$ cat config.mk
export PLATFORM = sky130hd
export DESIGN_NAME = cordic_iter_core
export DESIGN_NICKNAME = d
export VERILOG_FILES = /design/src/rtl/cordic_pkg.sv /design/src/rtl/cordic_micro_rot.sv /design/src/rtl/cordic_iter_core.sv
export SDC_FILE = /design/constraint.sdc
export NUM_CORES = 1
export LEC_CHECK = 0
export CORE_MARGIN = 2
export CORE_UTILIZATION = 54
export DETAILED_ROUTE_END_ITERATION = 7
export GPL_TIMING_DRIVEN = 0
export PLACE_DENSITY = 0.89
export SYNTH_ARGS = -nofsm -noshare
export SYNTH_HDL_FRONTEND = slang
export SYNTH_SLANG_ARGS = --single-unit
$ cat constraint.sdc
create_clock -name CLK -period 4.8 [get_ports CLK]
set_clock_uncertainty 0.2 [all_clocks]
set_input_delay 0.96 -clock CLK [delete_from_list [all_inputs] [get_ports CLK]]
set_output_delay 0.96 -clock CLK [all_outputs]
set_load 0.02 [all_outputs]
$ cat src/rtl/cordic_pkg.sv
// Shared constants for the iterative CORDIC core: FSM encodings,
// arctangent table and the shift-add terms of the gain constant K.
package cordic_pkg;

    typedef logic [1:0] state_t;

    localparam state_t S_IDLE = 2'd0;
    localparam state_t S_RUN  = 2'd1;
    localparam state_t S_COMP = 2'd2;
    localparam state_t S_DONE = 2'd3;

    // Table resolution; other FRAC values are rescaled from it.
    localparam int ATAN_FRAC = 10;

    // K = 0.607253 ~ 2^-1 + 2^-3 - 2^-6 - 2^-9 - 2^-12 + 2^-14
    localparam int K_SH_A = 1;
    localparam int K_SH_B = 3;
    localparam int K_SH_C = 6;
    localparam int K_SH_D = 9;
    localparam int K_SH_E = 12;
    localparam int K_SH_F = 14;

    function automatic int atan_fx(input int i, input int frac);
        int v;
        case (i)
            0:       v = 804;
            1:       v = 475;
            2:       v = 251;
            3:       v = 127;
            4:       v = 64;
            5:       v = 32;
            6:       v = 16;
            7:       v = 8;
            8:       v = 4;
            9:       v = 2;
            10:      v = 1;
            default: v = 0;
        endcase
        if (frac >= ATAN_FRAC)
            atan_fx = v <<< (frac - ATAN_FRAC);
        else
            atan_fx = v >>> (ATAN_FRAC - frac);
    endfunction

endpackage

$ cat src/rtl/cordic_micro_rot.sv
// One CORDIC micro-rotation, purely combinational.
// d = 1 rotates by +atan(2^-i), d = 0 by -atan(2^-i).
module cordic_micro_rot
    import cordic_pkg::*;
#(
    parameter int W    = 15,
    parameter int IW   = 4,
    parameter int FRAC = 10
) (
    input  logic signed [W-1:0]  x,
    input  logic signed [W-1:0]  y,
    input  logic signed [W-1:0]  z,
    input  logic        [IW-1:0] i,
    input  logic                 d,
    output logic signed [W-1:0]  x_nxt,
    output logic signed [W-1:0]  y_nxt,
    output logic signed [W-1:0]  z_nxt
);

    logic signed [W-1:0] xs;
    logic signed [W-1:0] ys;
    logic signed [W-1:0] at;

    always_comb begin
        xs = x >>> i;
        ys = y >>> i;
        at = W'(atan_fx(int'(i), FRAC));
        if (d) begin
            x_nxt = x - ys;
            y_nxt = y + xs;
            z_nxt = z - at;
        end else begin
            x_nxt = x + ys;
            y_nxt = y - xs;
            z_nxt = z + at;
        end
    end

endmodule

$ cat src/rtl/cordic_iter_core.sv
// Iterative CORDIC core, rotation or vectoring, valid/ready on both sides.
// Define CORDIC_GAIN_COMP_EN to add a COMP cycle scaling x/y by K.
module cordic_iter_core
    import cordic_pkg::*;
#(
    parameter int WIDTH = 13,
    parameter int FRAC  = 10,
    parameter int ITER  = 12
) (
    input  logic             CLK,
    input  logic             RST_n,
    input  logic             in_valid,
    output logic             in_ready,
    input  logic             mode,
    input  logic [WIDTH-1:0] x_in,
    input  logic [WIDTH-1:0] y_in,
    input  logic [WIDTH-1:0] z_in,
    output logic             out_valid,
    input  logic             out_ready,
    output logic [WIDTH-1:0] x_out,
    output logic [WIDTH-1:0] y_out,
    output logic [WIDTH-1:0] z_out,
    output logic             busy
);

    localparam int W  = WIDTH + 2;
    localparam int IW = (ITER > 2) ? $clog2(ITER) : 1;

    localparam logic signed [W-1:0] SMAX = W'((1 << (WIDTH - 1)) - 1);
    localparam logic signed [W-1:0] SMIN = W'(-(1 << (WIDTH - 1)));

    state_t              state;
    logic                mode_r;
    logic [IW-1:0]       cnt;
    logic signed [W-1:0] x_r;
    logic signed [W-1:0] y_r;
    logic signed [W-1:0] z_r;
    logic signed [W-1:0] x_nxt;
    logic signed [W-1:0] y_nxt;
    logic signed [W-1:0] z_nxt;
    logic                d;

    function automatic logic [WIDTH-1:0] sat(input logic signed [W-1:0] v);
        if (v > SMAX)
            sat = SMAX[WIDTH-1:0];
        else if (v < SMIN)
            sat = SMIN[WIDTH-1:0];
        else
            sat = v[WIDTH-1:0];
    endfunction

`ifdef CORDIC_GAIN_COMP_EN
    function automatic logic signed [W-1:0] kmul(input logic signed [W-1:0] v);
        kmul = (v >>> K_SH_A) + (v >>> K_SH_B) - (v >>> K_SH_C)
             - (v >>> K_SH_D) - (v >>> K_SH_E) + (v >>> K_SH_F);
    endfunction
`endif

    assign in_ready = (state == S_IDLE);
    assign busy     = (state != S_IDLE);
    assign d        = mode_r ? y_r[W-1] : ~z_r[W-1];

    cordic_micro_rot #(
        .W    (W),
        .IW   (IW),
        .FRAC (FRAC)
    ) u_rot (
        .x     (x_r),
        .y     (y_r),
        .z     (z_r),
        .i     (cnt),
        .d     (d),
        .x_nxt (x_nxt),
        .y_nxt (y_nxt),
        .z_nxt (z_nxt)
    );

    always_ff @(posedge CLK or negedge RST_n) begin
        if (!RST_n) begin
            state     <= S_IDLE;
            mode_r    <= 1'b0;
            cnt       <= '0;
            x_r       <= '0;
            y_r       <= '0;
            z_r       <= '0;
            x_out     <= '0;
            y_out     <= '0;
            z_out     <= '0;
            out_valid <= 1'b0;
        end else begin
            unique case (state)
                S_IDLE: begin
                    if (in_valid) begin
                        x_r    <= W'($signed(x_in));
                        y_r    <= W'($signed(y_in));
                        z_r    <= W'($signed(z_in));
                        mode_r <= mode;
                        cnt    <= '0;
                        state  <= S_RUN;
                    end
                end
                S_RUN: begin
                    x_r <= x_nxt;
                    y_r <= y_nxt;
                    z_r <= z_nxt;
                    if (cnt == IW'(ITER - 1)) begin
`ifdef CORDIC_GAIN_COMP_EN
                        state <= S_COMP;
`else
                        state <= S_DONE;
`endif
                    end else begin
                        cnt <= cnt + 1'b1;
                    end
                end
`ifdef CORDIC_GAIN_COMP_EN
                S_COMP: begin
                    x_r   <= kmul(x_r);
                    y_r   <= kmul(y_r);
                    state <= S_DONE;
                end
`endif
                S_DONE: begin
                    // First DONE cycle registers the clamped result.
                    if (!out_valid) begin
                        x_out     <= sat(x_r);
                        y_out     <= sat(y_r);
                        z_out     <= sat(z_r);
                        out_valid <= 1'b1;
                    end else if (out_ready) begin
                        out_valid <= 1'b0;
                        state     <= S_IDLE;
                    end
                end
                default: state <= S_IDLE;
            endcase
        end
    end

endmodule

# Yosys cells after proc, flatten, opt, wreduce, memory -nomap -nowiden
# Memory sizes are Yosys's and may differ from the RTL's.
# Cells that the tools add are included.
[totals]
regBits = 92
memories = 1
mem_bits_ro = 160
word_cells = 70
inputBits = 44
[memory_table]
columns = ["memory", "depth", "width", "rd", "rd_clocked_by_memory_dff", "write_ports", "line_no", "source"]
rows = [
  ["(no name shown)", 16, 10, 1, 0, 0, "cordic_pkg.sv:25", "case (i)"],
]
[classes]
mux = 26
add_sub_neg = 7
n_reduce_logical = 8
shifts = 2
order_cmp = 6
eq_ne = 8
bitwise_logic = 2
[op_table]
columns = ["op", "n"]
rows = [
  ["two-way mux 15 bit", 6],
  ["one-hot mux 15 bit (2 select lines)", 3],
  ["two-way mux 13 bit", 6],
  ["adder 15 bit", 3],
  ["greater-than comparator 15 x 13 -> 1 bit, second input constant", 3],
  ["less-than comparator 15 x 13 -> 1 bit, second input constant", 3],
  ["subtractor 15 bit", 3],
  [">>> shifter 15 x 4 -> 15 bit", 2],
  ["!= test 2 bit, second input constant", 5],
  ["two-way mux 2 bit", 4],
  ["two-way mux 4 bit", 2],
  ["one-hot mux 4 bit (2 select lines)", 1],
  ["one-hot mux 2 bit (3 select lines)", 1],
  ["AND reduction 2 bit", 3],
  ["adder 4 x 1 -> 4 bit, second input constant", 1],
  ["== test 4 bit, second input constant", 1],
  ["AND reduction 4 bit", 1],
  ["nonzero test 2 bit", 2],
  ["two-way mux 1 bit", 3],
  ["AND reduction 3 bit", 1],
  ["== test 2 x 1 -> 1 bit, second input constant", 1],
  ["== test 2 bit, second input constant", 1],
  ["logical NOT 2 bit", 1],
  ["NOT 1 bit", 2],
]

# Depth between registers and ports, before layout
# Gate-level depths: netlist of run 1.
[logic_depth]
word_depth = 4
depth_mapped = 21

# Modules after synthesis
# From an unflattened synthesis of run 1, not the netlist that was laid out.
[hier_totals]
cells_unflattened = 1069
area_unflattened_um2 = 9046.2
[modules_own_cells]
columns = ["module", "area_each_um2", "instances", "cells_per_inst"]
rows = [
  ["cordic_iter_core", 4655.7, 1, 498],
  ["cordic_micro_rot", 4390.5, 1, 571],
]

# Worst setup path after synthesis of run 1
# No wires, ideal clock.
[synth_timing]
kind = "register to register"
from = "register cnt[0]"
to = "register y_r[14]"
stages_incl_launch_ff = 20
t_required_ns = 4.482
setup_slack_ns = -0.114
setup_ns = 0.118
synth_period_minus_slack_ns = 4.914
t_arrival_ns = 4.596
path_cell_list = "dfrtp_1 > buf_6 > buf_6 > buf_2 > buf_2 > mux4_2 > mux4_2 > inv_1 > ha_1 > nor2_1 > xor2_1 > ha_1 > nor2b_1 > o2111a_1 > a211oi_1 > a211oi_1 > a221o_1 > o41a_1 > xnor3_1 > a21o_1"
[synth_between]
elab_chain_cells = 4
elab_cells_between_ends = 5
[synth_rtl]
columns = ["item", "line_no", "source"]
rows = [
  ["from (decl)", "cordic_iter_core.sv:34", "logic [IW-1:0] cnt;"],
  ["from (signal assigned)", "cordic_iter_core.sv:113", "cnt <= cnt + 1'b1;"],
  [">>> shifter 15 x 4 -> 15 bit (*)", "cordic_micro_rot.sv:25", "xs = x >>> i;"],
  ["subtractor 15 bit / adder 15 bit (equally long branches)", "cordic_micro_rot.sv:34, cordic_micro_rot.sv:30", ""],
  ["two-way mux 15 bit (*)", "cordic_micro_rot.sv:28", "if (d) begin"],
  ["one-hot mux 15 bit (2 select lines) (*)", "cordic_iter_core.sv:91", "unique case (state)"],
  ["to (signal assigned)", "cordic_iter_core.sv:95", "y_r <= W'($signed(y_in));"],
  ["to (signal assigned)", "cordic_iter_core.sv:104", "y_r <= y_nxt;"],
  ["to (decl)", "cordic_iter_core.sv:36", "logic signed [W-1:0] y_r;"],
]
# Every way passes the cells marked *; elsewhere a longest branch is shown, timed or not.
# A chain may end at the register's enable or synchronous reset.

# Worst setup path in the final report of run 1
# Ends and elaborated chain as after synthesis.

==> results of run 1 <==
==> cell usage in the layout (no fill, tap or decap), types with 8 or more instances in the layout <==
cell type        synthesis  final
nor2b_1                 16     16
xnor2_1                 29     26
o21a_1                   8      8
o21ai_0                 89     86
a211oi_1                16     14
clkbuf_16                0      9
buf_1                   10      9
ha_1                    54     51
mux4_2                  22     22
and3_1                  14     14
clkdlybuf4s50_1          0     84
buf_4                    0     21
a21o_1                  10     10
nand2_1                165    165
a31oi_1                 19     19
clkbuf_1                49     43
or3_1                   10     10
mux2i_1                 29     26
dfrtp_1                 92     91
and2_1                   9      8
xor2_1                  29     29
nand3_1                 17     15
nor2_1                 143    141
o2bb2ai_1               22     22
nor3_1                  16     16
o211ai_1                13     13
a21oi_1                 69     67
nand2b_1                12     11
inv_1                   30     30
mux2_2                  13     13
==> metrics by stage <==
| step | setup slack [ns] | utilization, % | TNS (ns) | hold WS, ns |
|---|---|---|---|---|
| after floorplan | 0.00645 | - | 0 | 0.341 |
| after global placement | -0.917 | 62.7 | -86.35 | 0.260 |
| after detailed placement | -0.760 | 62.9 | -2.80 | 0.269 |
| after CTS | 0.0223 | 65.8 | 0 | 0.282 |
| after global routing | -0.0587 | 66.8 | -0.110 | 0.321 |
| final | 0.0181 | 66.8 | 0 | 0.277 |
==> final cells by class <==
cell class	instances	area share, %
Buffer	72	3.65
Clock buffer	10	2.14
Clock inverter	6	0.585
Inverter	32	1.12
Multi-Input combinational cell	908	58.9
Sequential cell	92	21.6
Tap cell	216	2.53
Timing Repair Buffer	105	9.53
==> what timing repair did <==
action / 4_1_cts / 5_1_grt
setup endpoints to repair: 19 / 11
hold buffers: 0 / 0
setup buffers: 12 / 7
resized for setup: 26 / 28
pin swaps: 8 / 8
==> sequential cells by signal, indices dropped and copies added, names as in the netlist <==
| register | flops |
|---|---|
| x_r | 15 |
| y_out | 13 |
| z_r | 15 |
| out_valid | 1 |
| mode_r | 1 |
| y_r | 15 |
| state | 2 |
| x_out | 13 |
| cnt | 4 |
| z_out | 13 |
==> metal layers <==
metal / GRT usage, % / share of wire (%) / up-vias
li1: - / - / 4175
met1: 47.9 / 39 / 4390
met2: 53.7 / 44 / 627
met3: 7.88 / 12 / 112
met4: 17.1 / 5.0 / 0
met5: 0 / 0 / -
==> worst max-delay path, stage by stage (launching register included) <==
cell      delay, ns
dfrtp_1        0.40
buf_6          0.14
buf_12         0.15
buf_12         0.15
buf_8          0.14
mux4_2         0.28
mux4_2         0.49
inv_1          0.08
ha_2           0.20
nand2b_4       0.07
nor4_4         0.20
nand3_2        0.15
o21ai_2        0.16
xor2_1         0.23
ha_1           0.28
and2_4         0.15
nand3_1        0.08
a211oi_1       0.05
a221o_1        0.31
o41a_1         0.33
xnor3_1        0.21
a21o_1         0.20
==> cell families after synthesis <==
| logic type | count (synthesis) | share of synthesized area (%) |
|---|---|---|
| xor+xnor | 60 | 6.21 |
| simple gates | 424 | 21.5 |
| compound gates | 298 | 21.4 |
| mux | 69 | 11.8 |
| fa+ha+maj | 57 | 8.27 |
| buf+inv | 105 | 4.91 |
| flops | 92 | 25.9 |
==> path summary, 6_finish.rpt <==
path,start,end,slack (ns),cells after the start
setup / recovery,cnt[0]$_DFFE_PN0P_,y_r[14]$_DFFE_PN0P_,0.02,21
max in group asynchronous,RST_n,y_r[4]$_DFFE_PN0P_,3.33,2
setup reg to reg,cnt[0]$_DFFE_PN0P_,y_r[14]$_DFFE_PN0P_,0.02,21
hold reg to reg,x_out[6]$_DFFE_PN0P_,x_out[6]$_DFFE_PN0P_,0.28,2
hold / removal,x_out[6]$_DFFE_PN0P_,x_out[6]$_DFFE_PN0P_,0.28,2
min in group asynchronous,RST_n,x_r[11]$_DFFE_PN0P_,0.37,1
==> results.json, run 1 <==
{
  "clock_sinks": 92,
  "netlist.top_cell.by_area": "dfrtp_1",
  "grt-ovfl-total": 0,
  "insertion_delay_ns": 0.36,
  "drc_errors": 0,
  "row_count": 46,
  "drt-pass1-iter-count": 5,
  "grt_first_pass_wirelength_mm": 48.2,
  "drive_gt1_share_pct": 11.1,
  "worstSetupStartpointType": "flip-flop",
  "avgViaCountPerCell": 6.46,
  "setup_viol": 0,
  "cp-end-kind": "flip-flop",
  "grt_max_degree": 60,
  "syn_nets": 1206,
  "die_y_um": 132,
  "synth-main-ff-cell": "dfrtp_1",
  "nets": 1321,
  "gp_congestion": 1.02,
  "vias": 9304,
  "synth.area.top_cells": "dfrtp_1 26%, ha_1 7.6%, nand2_1 7.0%, nor2_1 6.0%, mux4_2 5.6%",
  "root_buffer": "clkbuf_16",
  "antenna_left": 0,
  "stdcell_count": 1441,
  "io_pins": 86,
  "place_area_mm2": 0.0101,
  "max_slew.worst_pin.slew_ns": 1.09,
  "syn_avg_cell_area_um2": 8.05,
  "finalHoldViolations": 0,
  "hold_path.class": "flip-flop to flip-flop",
  "final_max_slew_viol_count": 0,
  "relSlewSlack_pct": 27.2,
  "critPathArrivalTime_ns": 4.83,
  "finalCritPeriodShare_pct": 99.6,
  "dieArea_mm2": 0.0175,
  "grt_usage_pct": 35.4,
  "ys_ff_latch": 92,
  "areaGrowthSynthToFinish_pct": 20.1,
  "antenna_found_initial": 0,
  "synth_area_mm2": 0.00890,
  "rsz0062_at_grt": "yes",
  "syn_inst": 1105,
  "clk_path_buf_depth": 2,
  "cts_tree": "done",
  "first_global_vias": 8677,
  "synth_edf_count": 0,
  "synth_top_cell_area_share_pct": 25.9,
  "drt_iter0_drc": 1274,
  "core-area_mm2": 0.0160,
  "nFillCells": 1382,
  "cts_max_level": 3,
  "path_class": "flip-flop to flip-flop",
  "final_area_mm2": 0.0107,
  "start_util_pct": 55.6,
  "wl_mm": 31.5,
  "die_w_um": 132,
  "multiInputGateArea_mm2": 0.00629,
  "path_clk_slew_ns": 0.07,
  "yosysWarnings": 0,
  "max_freq_ghz": 0.209,
  "async_flop_share_pct": 100,
  "yosysUniqueCellTypes": 73,
  "cp_max_fo": 10,
  "io_buffers": 85,
  "maxCapViolations": 0,
  "yosysSeqAreaShare_pct": 25.9,
  "hpwl_mm": 23.5,
  "n_antenna_cell": 0,
  "ys_top_cells_by_count": "165 x nand2_1, 143 x nor2_1, 92 x dfrtp_1",
  "status": "complete, no violations",
  "place_inst": 1407,
  "cts_made_buffers": 9,
  "area.sequential_mm2": 0.00230,
  "yosysMostFrequentCell": "nand2_1",
  "wire_per_inst_um": 21.8,
  "fin_crit_ns": 4.78,
  "required_ns": 4.85
}
Power of run 1 is not shown: default switching activity piles up to over one toggle a cycle in this logic, so the estimate is an artifact.
==> inputs of run 2 (changes only) <==
ABC_CLOCK_PERIOD_IN_PS = 4800   (was unset)
==> results of run 2 <==
Final layout, timing and power as in run 1 (identical DEF).
Power of run 2 is left out for the same reason.
==> inputs of run 3 (changes only) <==
REMOVE_ABC_BUFFERS = 1   (was unset)
==> results.json, run 3 (synthesized netlist as in run 1, its figures left out) <==
{
  "core-area_mm2": 0.0160,
  "critPathArrivalTime_ns": 4.80,
  "regToRegSetupSlack_ns": 0.06,
  "drt-pass1-iter-count": 8,
  "cts_max_level": 3,
  "final_max_slew_viol_count": 0,
  "grt_first_pass_wirelength_mm": 40.3,
  "cp_num_buf_inv": 2,
  "crit_top_cell": "a221o_1",
  "die_w_um": 132,
  "maxCapViolations": 0,
  "required_ns": 4.85,
  "cts_tree": "done",
  "wl_mm": 25.2,
  "holdBufCountCts": 0,
  "gp_congestion": 0.935,
  "root_buffer": "clkbuf_16",
  "io_buffers": 85,
  "grt_usage_pct": 27.7,
  "mostFrequentLayoutCell": "nand2_1",
  "avgViaCountPerCell": 6.31,
  "io_pins": 86,
  "grt-ovfl-total": 0,
  "areaGrowthSynthToFinish_pct": 19.6,
  "finalHoldViolations": 0,
  "worstSetupStartpointType": "flip-flop",
  "cp_cell_sequence": "buf_12 -> buf_4 -> mux2_4 -> a221o_1 -> a221o_2 -> nor4b_4 -> and3_4 -> a21oi_1 -> xor2_1 -> ha_1 -> and2_1 -> nand3_1 -> a211oi_1 -> a221o_1 -> o41a_1 -> xnor3_1 -> a21o_1",
  "crit_path_end": "y_r[14]$_DFFE_PN0P_",
  "path_depth": 17,
  "path_delay_family": "compound AO/OA/AOI/OAI gates",
  "clock_sinks": 92,
  "whs_ns": 0.275,
  "status": "complete, no violations",
  "hpwl_mm": 16.8,
  "biggestRegsByFlops": "x_r: 15 flops, y_r: 15 flops, z_r: 15 flops",
  "grt_max_degree": 54,
  "hold_path.class": "flip-flop to flip-flop",
  "start_util_pct": 55.6,
  "die_y_um": 132,
  "dieArea_mm2": 0.0175,
  "cp-end-kind": "flip-flop",
  "nFillCells": 1297,
  "drive_gt1_share_pct": 12.9,
  "setup_viol": 0,
  "first_global_vias": 8253,
  "row_count": 46,
  "rsz0062_at_grt": "yes",
  "antenna_left": 0,
  "wire_per_inst_um": 18.1,
  "max_slew.worst_pin.slew_ns": 1.26,
  "reg2reg_depth": 17,
  "drt_iter0_drc": 1226,
  "pre_cts_slack_ns": -0.946,
  "clk_path_buf_depth": 2,
  "insertion_delay_ns": 0.36,
  "worst_slack_ns": 0.0578,
  "final_area_mm2": 0.0106,
  "final_cell_mix": "165 x nand2_1, 140 x nor2_1, 86 x o21ai_0, 84 x clkdlybuf4s50_1, 81 x dfrtp_1",
  "regToRegEndpoint": "y_r[14]$_DFFE_PN0P_",
  "nets": 1270,
  "startpoint": "cnt[1]$_DFFE_PN0P_",
  "vias": 8771,
  "max_stage_delay_ns": 0.43,
  "antenna_found_initial": 0,
  "r2r-start": "cnt[1]$_DFFE_PN0P_",
  "path_class": "flip-flop to flip-flop",
  "drc_errors": 0,
  "finalCritPeriodShare_pct": 98.8,
  "cp_max_fo": 16,
  "place_area_mm2": 0.00989,
  "cp_slowest_cell": "dfrtp_2",
  "path_clk_slew_ns": 0.07,
  "relSlewSlack_pct": 16.0,
  "fin_crit_ns": 4.74,
  "cts_made_buffers": 9,
  "max_freq_ghz": 0.211,
  "n_antenna_cell": 0
}
-- run 3: worst min-delay path by stage --
stage	from	end	slack (ns)	cells past startpoint
finish	y_out[7]$_DFFE_PN0P_	y_out[7]$_DFFE_PN0P_	0.28	2
global route	y_out[4]$_DFFE_PN0P_	y_out[4]$_DFFE_PN0P_	0.31	2
CTS	y_out[7]$_DFFE_PN0P_	y_out[7]$_DFFE_PN0P_	0.28	2
detailed placement	y_out[7]$_DFFE_PN0P_	y_out[7]$_DFFE_PN0P_	0.27	2
global placement	y_out[8]$_DFFE_PN0P_	y_out[8]$_DFFE_PN0P_	0.26	2
floorplan	x_r[2]$_DFFE_PN0P_	x_r[2]$_DFFE_PN0P_	0.34	2
-- run 3: stage by stage --
step           TNS, ns  utilization (%)  instances
3_5_place_dp     -3.31             61.8       1341
3_3_place_gp    -99.18             60.6       1333
2_1_floorplan    -1.42                -       1032
5_1_grt         -0.310             66.5       1390
4_1_cts              0             64.7       1367
6_report             0             66.5       1390
-- run 3: cell type report --
class | count | area [µm²] | share of cell area, %
multi-input cells | 908 | 6300 | 59.2
flip-flops and latches | 92 | 2330 | 21.9
repair buffers | 126 | 1300 | 12.2
well taps | 216 | 270 | 2.54
clock buffers | 10 | 229 | 2.15
inverters | 32 | 128 | 1.20
clock inverters | 6 | 88.8 | 0.835
-- run 3: timing repair --
action	CTS	global route
buffers inserted	9	23
gates cloned	1	0
endpoints found under the setup margin	14	8
pin swaps	1	14
endpoints found under the hold margin	0	0
gates resized for setup	15	35
-- run 3: worst min-delay path: stages, from the launching register on --
cell     delay (ns)
dfrtp_1        0.34
nand2_1        0.05
o21ai_0        0.06
-- run 3: routing by layer --
layer / global-route usage (%) / routed length [µm] / up-vias
met5: 0 / 0 / -
met4: 11.8 / 734 / 0
met3: 3.69 / 2020 / 78
met2: 44.4 / 12000 / 476
met1: 37.7 / 10500 / 4130
li1: - / - / 4087
Power of run 3 is left out for the same reason.
